### src/rtl/mult_8x8_seq_pkg.sv
// ---------------------------------------------------------------------------
// mult_8x8_seq_pkg
// Shared definitions for the time-multiplexed 8x8 approximate multiplier:
//   - controller state encoding
//   - quadrant indices (position of each 2-bit mode field in the config byte)
//   - mode field width
//   - left-shift applied to each quadrant sub-product before accumulation
// ---------------------------------------------------------------------------
package mult_8x8_seq_pkg;

    typedef enum logic [2:0] {
        ST_IDLE = 3'd0,
        ST_Q0   = 3'd1,
        ST_Q1   = 3'd2,
        ST_Q2   = 3'd3,
        ST_Q3   = 3'd4,
        ST_DONE = 3'd5
    } state_t;

    // Quadrant index == field index inside the 8-bit config word.
    localparam int unsigned QUAD_LL = 0;  // a[3:0] * b[3:0]
    localparam int unsigned QUAD_LH = 1;  // a[3:0] * b[7:4]
    localparam int unsigned QUAD_HL = 2;  // a[7:4] * b[3:0]
    localparam int unsigned QUAD_HH = 3;  // a[7:4] * b[7:4]

    localparam int unsigned MODE_W = 2;

    localparam logic [3:0] SHIFT_LL = 4'd0;
    localparam logic [3:0] SHIFT_LH = 4'd4;
    localparam logic [3:0] SHIFT_HL = 4'd4;
    localparam logic [3:0] SHIFT_HH = 4'd8;

endpackage

### src/rtl/mult_8x8_seq_core.sv
// ---------------------------------------------------------------------------
// mult_4x4_cfg
// Combinational configurable 4x4 unsigned approximate multiplier.
// Mode m (0..3) returns the exact 8-bit product with its m LSBs cleared;
// mode 0 is exact.
// Ports:
//   i_a    [3:0]  multiplicand nibble
//   i_b    [3:0]  multiplier nibble
//   i_mode [1:0]  approximation level
//   o_p    [7:0]  (approximate) product
// ---------------------------------------------------------------------------
module mult_4x4_cfg
    import mult_8x8_seq_pkg::*;
(
    input  logic [3:0]        i_a,
    input  logic [3:0]        i_b,
    input  logic [MODE_W-1:0] i_mode,
    output logic [7:0]        o_p
);

    logic [7:0] w_exact;
    logic [7:0] w_mask;

    assign w_exact = 8'(i_a) * 8'(i_b);

    always_comb begin
        w_mask = 8'hFF;
        case (i_mode)
            2'd0:    w_mask = 8'hFF;
            2'd1:    w_mask = 8'hFE;
            2'd2:    w_mask = 8'hFC;
            default: w_mask = 8'hF8;
        endcase
    end

    assign o_p = w_exact & w_mask;

endmodule

### src/rtl/mult_8x8_seq.sv
// ---------------------------------------------------------------------------
// mult_8x8_seq
// Time-multiplexed 8x8 unsigned approximate multiplier. One operand pair is
// accepted, then the four 4x4 quadrant sub-products (LL, LH, HL, HH) are run
// through a single shared mult_4x4_cfg core, one per cycle, and accumulated
// with their shifts into a 16-bit result.
// Ports:
//   clk, rst_n              clock (rising edge), async active-low reset
//   in_valid / in_ready     operand handshake, a[7:0] and b[7:0]
//   cfg_we, cfg_mode[7:0]   config write: 2-bit mode per quadrant
//                           [1:0] LL, [3:2] LH, [5:4] HL, [7:6] HH
//   out_valid / out_ready   result handshake, r[15:0]
//   busy                    high whenever the controller is not idle
// Parameter:
//   CFG_RESET               config register value after reset
// ---------------------------------------------------------------------------
module mult_8x8_seq
    import mult_8x8_seq_pkg::*;
#(
    parameter logic [7:0] CFG_RESET = 8'h00
) (
    input  logic        clk,
    input  logic        rst_n,
    input  logic        in_valid,
    output logic        in_ready,
    input  logic [7:0]  a,
    input  logic [7:0]  b,
    input  logic        cfg_we,
    input  logic [7:0]  cfg_mode,
    output logic        out_valid,
    input  logic        out_ready,
    output logic [15:0] r,
    output logic        busy
);

    // Handshakes: a transfer happens on a rising edge where valid and ready
    // are both high. in_ready does not depend on in_valid; out_valid does not
    // depend on out_ready. out_valid/r hold until out_ready is seen in DONE,
    // and a new pair may be accepted on that same edge.

    state_t      r_state;
    state_t      w_next_state;
    logic [7:0]  r_a;
    logic [7:0]  r_b;
    logic [7:0]  r_cfg;
    logic [7:0]  r_snap;
    logic [15:0] r_acc;

    logic              w_accept;
    logic [3:0]        w_nib_a;
    logic [3:0]        w_nib_b;
    logic [MODE_W-1:0] w_mode;
    logic [3:0]        w_shift;
    logic [7:0]        w_prod;
    logic [15:0]       w_term;

    assign in_ready  = (r_state == ST_IDLE) || ((r_state == ST_DONE) && out_ready);
    assign w_accept  = in_valid && in_ready;
    assign out_valid = (r_state == ST_DONE);
    assign busy      = (r_state != ST_IDLE);
    assign r         = r_acc;

    // ---------------- FSM ----------------
    always_ff @(posedge clk or negedge rst_n) begin
        if (!rst_n) begin
            r_state <= ST_IDLE;
        end else begin
            r_state <= w_next_state;
        end
    end

    always_comb begin
        w_next_state = r_state;
        case (r_state)
            ST_IDLE: if (w_accept) w_next_state = ST_Q0;
            ST_Q0:   w_next_state = ST_Q1;
            ST_Q1:   w_next_state = ST_Q2;
            ST_Q2:   w_next_state = ST_Q3;
            ST_Q3:   w_next_state = ST_DONE;
            ST_DONE: begin
                if (w_accept)       w_next_state = ST_Q0;
                else if (out_ready) w_next_state = ST_IDLE;
            end
            default: w_next_state = ST_IDLE;
        endcase
    end

    // ---------------- Quadrant selection ----------------
    always_comb begin
        w_nib_a = r_a[3:0];
        w_nib_b = r_b[3:0];
        w_mode  = r_snap[QUAD_LL*MODE_W +: MODE_W];
        w_shift = SHIFT_LL;
        case (r_state)
            ST_Q1: begin
                w_nib_a = r_a[3:0];
                w_nib_b = r_b[7:4];
                w_mode  = r_snap[QUAD_LH*MODE_W +: MODE_W];
                w_shift = SHIFT_LH;
            end
            ST_Q2: begin
                w_nib_a = r_a[7:4];
                w_nib_b = r_b[3:0];
                w_mode  = r_snap[QUAD_HL*MODE_W +: MODE_W];
                w_shift = SHIFT_HL;
            end
            ST_Q3: begin
                w_nib_a = r_a[7:4];
                w_nib_b = r_b[7:4];
                w_mode  = r_snap[QUAD_HH*MODE_W +: MODE_W];
                w_shift = SHIFT_HH;
            end
            default: ;
        endcase
    end

    mult_4x4_cfg u_core (
        .i_a    (w_nib_a),
        .i_b    (w_nib_b),
        .i_mode (w_mode),
        .o_p    (w_prod)
    );

    assign w_term = 16'(w_prod) << w_shift;

    // ---------------- Config register ----------------
    // The snapshot is taken from r_cfg before this edge's write lands, so a
    // same-edge cfg_we only affects later transactions.
    always_ff @(posedge clk or negedge rst_n) begin
        if (!rst_n) begin
            r_cfg <= CFG_RESET;
        end else if (cfg_we) begin
            r_cfg <= cfg_mode;
        end
    end

    // ---------------- Datapath ----------------
    always_ff @(posedge clk or negedge rst_n) begin
        if (!rst_n) begin
            r_a    <= 8'h00;
            r_b    <= 8'h00;
            r_snap <= CFG_RESET;
            r_acc  <= 16'h0000;
        end else if (w_accept) begin
            r_a    <= a;
            r_b    <= b;
            r_snap <= r_cfg;
            r_acc  <= 16'h0000;
        end else begin
            case (r_state)
                // Max total is 0xFE01 and approximation only clears bits,
                // so the 16-bit sum never wraps.
                ST_Q0, ST_Q1, ST_Q2, ST_Q3: r_acc <= r_acc + w_term;
                default: ;
            endcase
        end
    end

endmodule

### config.mk
export PLATFORM = sky130hd
export DESIGN_NAME = mult_8x8_seq
export DESIGN_NICKNAME = d
export VERILOG_FILES = /design/src/rtl/mult_8x8_seq_pkg.sv /design/src/rtl/mult_8x8_seq_core.sv /design/src/rtl/mult_8x8_seq.sv
export SDC_FILE = /design/constraint.sdc
export NUM_CORES = 1
export LEC_CHECK = 0
export BUFFER_PORTS_ARGS = -buffer_cell sky130_fd_sc_hd__clkbuf_2
export CAP_MARGIN = 10
export CORE_MARGIN = 2
export CORE_UTILIZATION = 50
export DETAILED_ROUTE_END_ITERATION = 12
export MAX_ROUTING_LAYER = met4
export PLACE_DENSITY = 0.71
export SYNTH_ARGS = -nofsm -noshare
export SYNTH_HDL_FRONTEND = slang
export SYNTH_HIERARCHICAL = 1
export SYNTH_SLANG_ARGS = --single-unit
### constraint.sdc
create_clock -name clk -period 15.6 [get_ports clk]
set_input_delay 3.9 -clock clk [delete_from_list [all_inputs] [get_ports clk]]
set_output_delay 3.9 -clock clk [all_outputs]
set_load 0.02 [all_outputs]
After elaboration in Yosys (flattened, before gate mapping)
Index checks and enable logic that the tools add are counted.

Bits in registers: 51. Input port bits: 29. Output and inout bits: 19. Logic and storage cells: 42.

$add $sub $neg: 1. $mul: 1. Eq/ne operators: 9. Shifts and indexed selects: 1. Muxes and demuxes: 11. Bitwise operators: 1. Reductions and logical operators: 12.

Operator list (count): 16-bit two-way mux (2); 3-bit case mux with 6 select lines (1); 16-bit adder (1); 8-bit by 4-bit << shifter with 16-bit output (1); 3-bit two-way mux (3); 3-bit case mux with 3 select lines (1); 8-bit bitwise AND (1); 4-bit by 4-bit multiplier with 8-bit output (1); 4-bit two-way mux (2); 4-bit case mux with 2 select lines (1); 3-bit by 2-bit == test with 1-bit output, second input constant (2); 3-bit == test, second input constant (2); 2-bit case mux with 3 select lines (1); 2-bit OR reduction (3); 4-bit OR reduction (1); 3-bit by 1-bit == test with 1-bit output, second input constant (1); 3-bit logical NOT (1); 3-bit by 1-bit != test with 1-bit output, second input constant (1); 3-bit nonzero test (1); 2-bit by 1-bit == test with 1-bit output, second input constant (1); 2-bit == test, second input constant (1); 1-bit logical AND (2); 2-bit logical NOT (1); 2-bit != test, second input constant (1); 3 further kinds (3).

Depth between registers and ports, before layout
Depth after elaboration: 9. Mapped depth: 23.

Modules after synthesis
Netlist, hierarchy kept.

Modules (own cells, without submodules): mult_8x8_seq (times used 1, cells an instance 331, area an instance 3173.0 um2); mult_4x4_cfg (times used 1, cells an instance 54, area an instance 464.2 um2).

Worst setup path before layout
No wires, ideal clock.

Path type: input -> output. From: input out_ready. To: output in_ready. Arrival time: 4.451 ns. Required time: 11.700 ns. Slack: 7.249 ns. Stages on the path: 3. Buffers on the path: 0. Cells stage by stage: and2_1 -> nand2_1 -> a21oi_1.

Word-level cells in the longest chain between the ends: 2.

Ends and longest elaborated chain: start, declared (line mult_8x8_seq.sv:31) `input logic out_ready,`; 1-bit logical AND (line mult_8x8_seq.sv:57) `assign in_ready = (r_state == ST_IDLE) || ((r_state == ST_DONE) && out_ready);`; 1-bit logical OR (line mult_8x8_seq.sv:57); end, declared (line mult_8x8_seq.sv:25) `output logic in_ready,`.

No other way between the ends.

Worst setup path in the final report
Ends and elaborated chain as after synthesis.

==> qor.yml <==
setup_path:
  reg2reg_depth: 20
  reg2reg_slack_ps: 9060
  startpoint_type: "input port"
  startpoint: "out_ready"
  rr_endpoint: "r[14]"
  cp-endpoint: "in_ready"
  path_class: "in -> out"
  arrival_ps: 4620
  crit_fanout: 2
  worstReg2RegStart: "r_state[2]"
  end_kind: "output pin"
  cp.required_ps: 11700
floorplan:
  ios: 48
  die_x_um: 89.3
  die-area_um2: 7970
  rows: 31
  placeableCoreArea_um2: 7140
  initial_utilization_pct: 51.0
  die_h_um: 89.3
global_route:
  antenna_found_initial: 0
  grt_first_pass_wirelength_um: 13100
  grt_use_total_pct: 21.1
  grt_pass1_vias: 2908
  grt_overflow: 0
  grt_max_degree: 52
finish:
  nets: 485
  nFillCells: 665
  area_delta_synth_final_pct: 11.2
  drive_gt1_share_pct: 23.3
  num_antenna_cells: 0
clock_network:
  clk_pin_slew_ps: 90
  htree_levels: 2
  hold_buffers: 0
  clk_latency_ps: 310
  post_cts_resized: 0
  cts_sinks: 51
  cts_tree: "done"
  post_cts_buffers: 0
  root_buffer: "clkbuf_8"
  numCtsBuffers: 5
  clk_path_buf_depth: 2
sta:
  tns_ps: 0
  worst_slew_pin_slew_ps: 875
  hold_viol: 0
  max_freq_ghz: 0.117
  fin_crit_ps: 8520
  setup_viol: 0
  rsz0062_at_grt: "no"
  finalMaxSlewViolations: 0
  finalCritPeriodShare_pct: 54.6
  maxSlewHeadroom_pct: 41.5
  skew_ps: 17.5
min_path:
  holdPathStages: 1
  hold_path_class: "reg -> reg"
synthesis:
  syn_nets: 446
  yosys_warnings: 6
  yosysMostFrequentCell: "dfrtp_1"
  synthTopCellsByArea: "dfrtp_1 (35%), mux2_2 (11%), ha_1 (9.3%), o21ai_0 (4.3%), nand2_1 (3.5%)"
  avgSynthCellArea_um2: 9.45
  synth_top_area_share_pct: 35.1
  synth_edf_count: 0
  synthTopCellsByCount: "dfrtp_1 (51), mux2_2 (36), nand2_1 (34), o21ai_0 (31), ha_1 (27)"
  seq_area_frac_synth_pct: 35.1
  async_reset_ff_share_pct: 100
  synth_top_cell_by_area: "dfrtp_1"
  synthCells: 385
  synth_flop_cell: "dfrtp_1"
  synth_seq_cells: 51
  synth.distinct_cells: 47
  synth_area_um2: 3640
routing:
  drc: 0
  vias: 2930
  via_per_inst: 5.60
  drtIter0Drc: 126
  wl_per_cell_um: 14.4
  wl_um: 7550
  ant_nets: 0
  detail_route.first_pass.iterations: 4
status:
  status: "complete, no violations"
placement:
  dp_hpwl_um: 5640
  gp_congestion: 0.874
  numPortBuffers: 47
flow_run:
  max_cap_viol_count: 0
[worst min-delay path by stage]
stage	start	to	slack, ps
2_1_floorplan	r_b[4]	r_b[4]	470
3_3_place_gp	r_b[4]	r_b[4]	480
3_5_place_dp	r_b[2]	r_b[2]	500
4_1_cts	r_b[0]	r_b[0]	520
5_1_grt	r_b[0]	r_b[0]	540
6_report	r_b[0]	r_b[0]	520
[metal layers]
layer | share of wire, % | GRT usage, % | vias up
met5 | 0 | - | -
met4 | 0.42 | 3.66 | 0
met3 | 3.7 | 3.14 | 5
met2 | 51 | 36.5 | 56
met1 | 45 | 26.6 | 1404
li1 | - | - | 1465
[per-stage QoR]
stage / hold WS, ps / setup WS [ps] / instances / instance area [um2] / util, %
floorplan: 474 / 7250 / 385 / 3640 / -
global placement: 483 / 7150 / 516 / 3940 / 55.2
detailed placement: 498 / 7080 / 516 / 3940 / 55.2
CTS: 520 / 7080 / 523 / 4050 / 56.7
global route: 539 / 6990 / 523 / 4050 / 56.7
finish: 515 / 7080 / 523 / 4050 / 56.7
[kinds of logic (layout without fill, tap and decap cells)]
family                     after synthesis  after routing  share of synthesized area (%)
and+or+nand+nor                        116            116                           16.0
DFF                                     51             51                           35.1
buffers and inverters                   30             69                           3.30
AOI/OAI and AO/OA                       98             98                           16.9
muxes                                   43             43                           13.1
adders and majority gates               32             32                           12.0
xor gates and xnor gates                15             15                           3.61
[registers in the layout, summed over array words and instances, names as in the netlist]
| register | count |
|---|---|
| r_state | 3 |
| r_b | 8 |
| r_a | 8 |
| r_cfg | 8 |
| r_snap | 8 |
| r | 16 |
[critical path, stage by stage]
cell      delay (ps)
clkbuf_2          90
and2_1           150
nand2_1           60
a21oi_1          210
clkbuf_2         210
[cell usage in the layout (no fill, tap or decap), types with 2 or more instances in the layout]
cell type | Yosys | routed
o21bai_1 | 2 | 2
nor2_1 | 19 | 19
ha_1 | 27 | 27
o21ai_0 | 31 | 31
nor3_1 | 7 | 7
o211ai_1 | 5 | 5
a31oi_1 | 2 | 2
nor2b_1 | 3 | 3
nand2b_1 | 5 | 5
mux2i_1 | 7 | 7
fa_1 | 5 | 5
and3_1 | 8 | 8
o31ai_1 | 2 | 2
buf_4 | 0 | 2
clkbuf_2 | 0 | 47
nand2_1 | 34 | 34
a21oi_1 | 22 | 22
a211oi_1 | 4 | 4
mux2_2 | 36 | 36
a21o_1 | 3 | 3
dfrtp_1 | 51 | 51
o21a_1 | 4 | 4
o22ai_1 | 8 | 8
o21ai_1 | 3 | 3
xor2_1 | 7 | 7
nand3_1 | 17 | 17
xnor2_1 | 8 | 8
inv_1 | 13 | 13
clkbuf_8 | 0 | 5
nor3b_1 | 5 | 5
and2_1 | 14 | 14
[layout make-up]
cell class	count	area, um2	share of cell area (%)
clock buffers	5	68.8	1.70
clock inverters	2	37.5	0.928
inverters	13	48.8	1.21
multi-input cells	304	2240	55.4
flip-flops and latches	51	1280	31.5
well taps	99	124	3.06
repair buffers	49	250	6.18
Power is left out: the tool's default activity adds up to more than one toggle a clock period on the data nets, which glitch-free logic cannot reach.
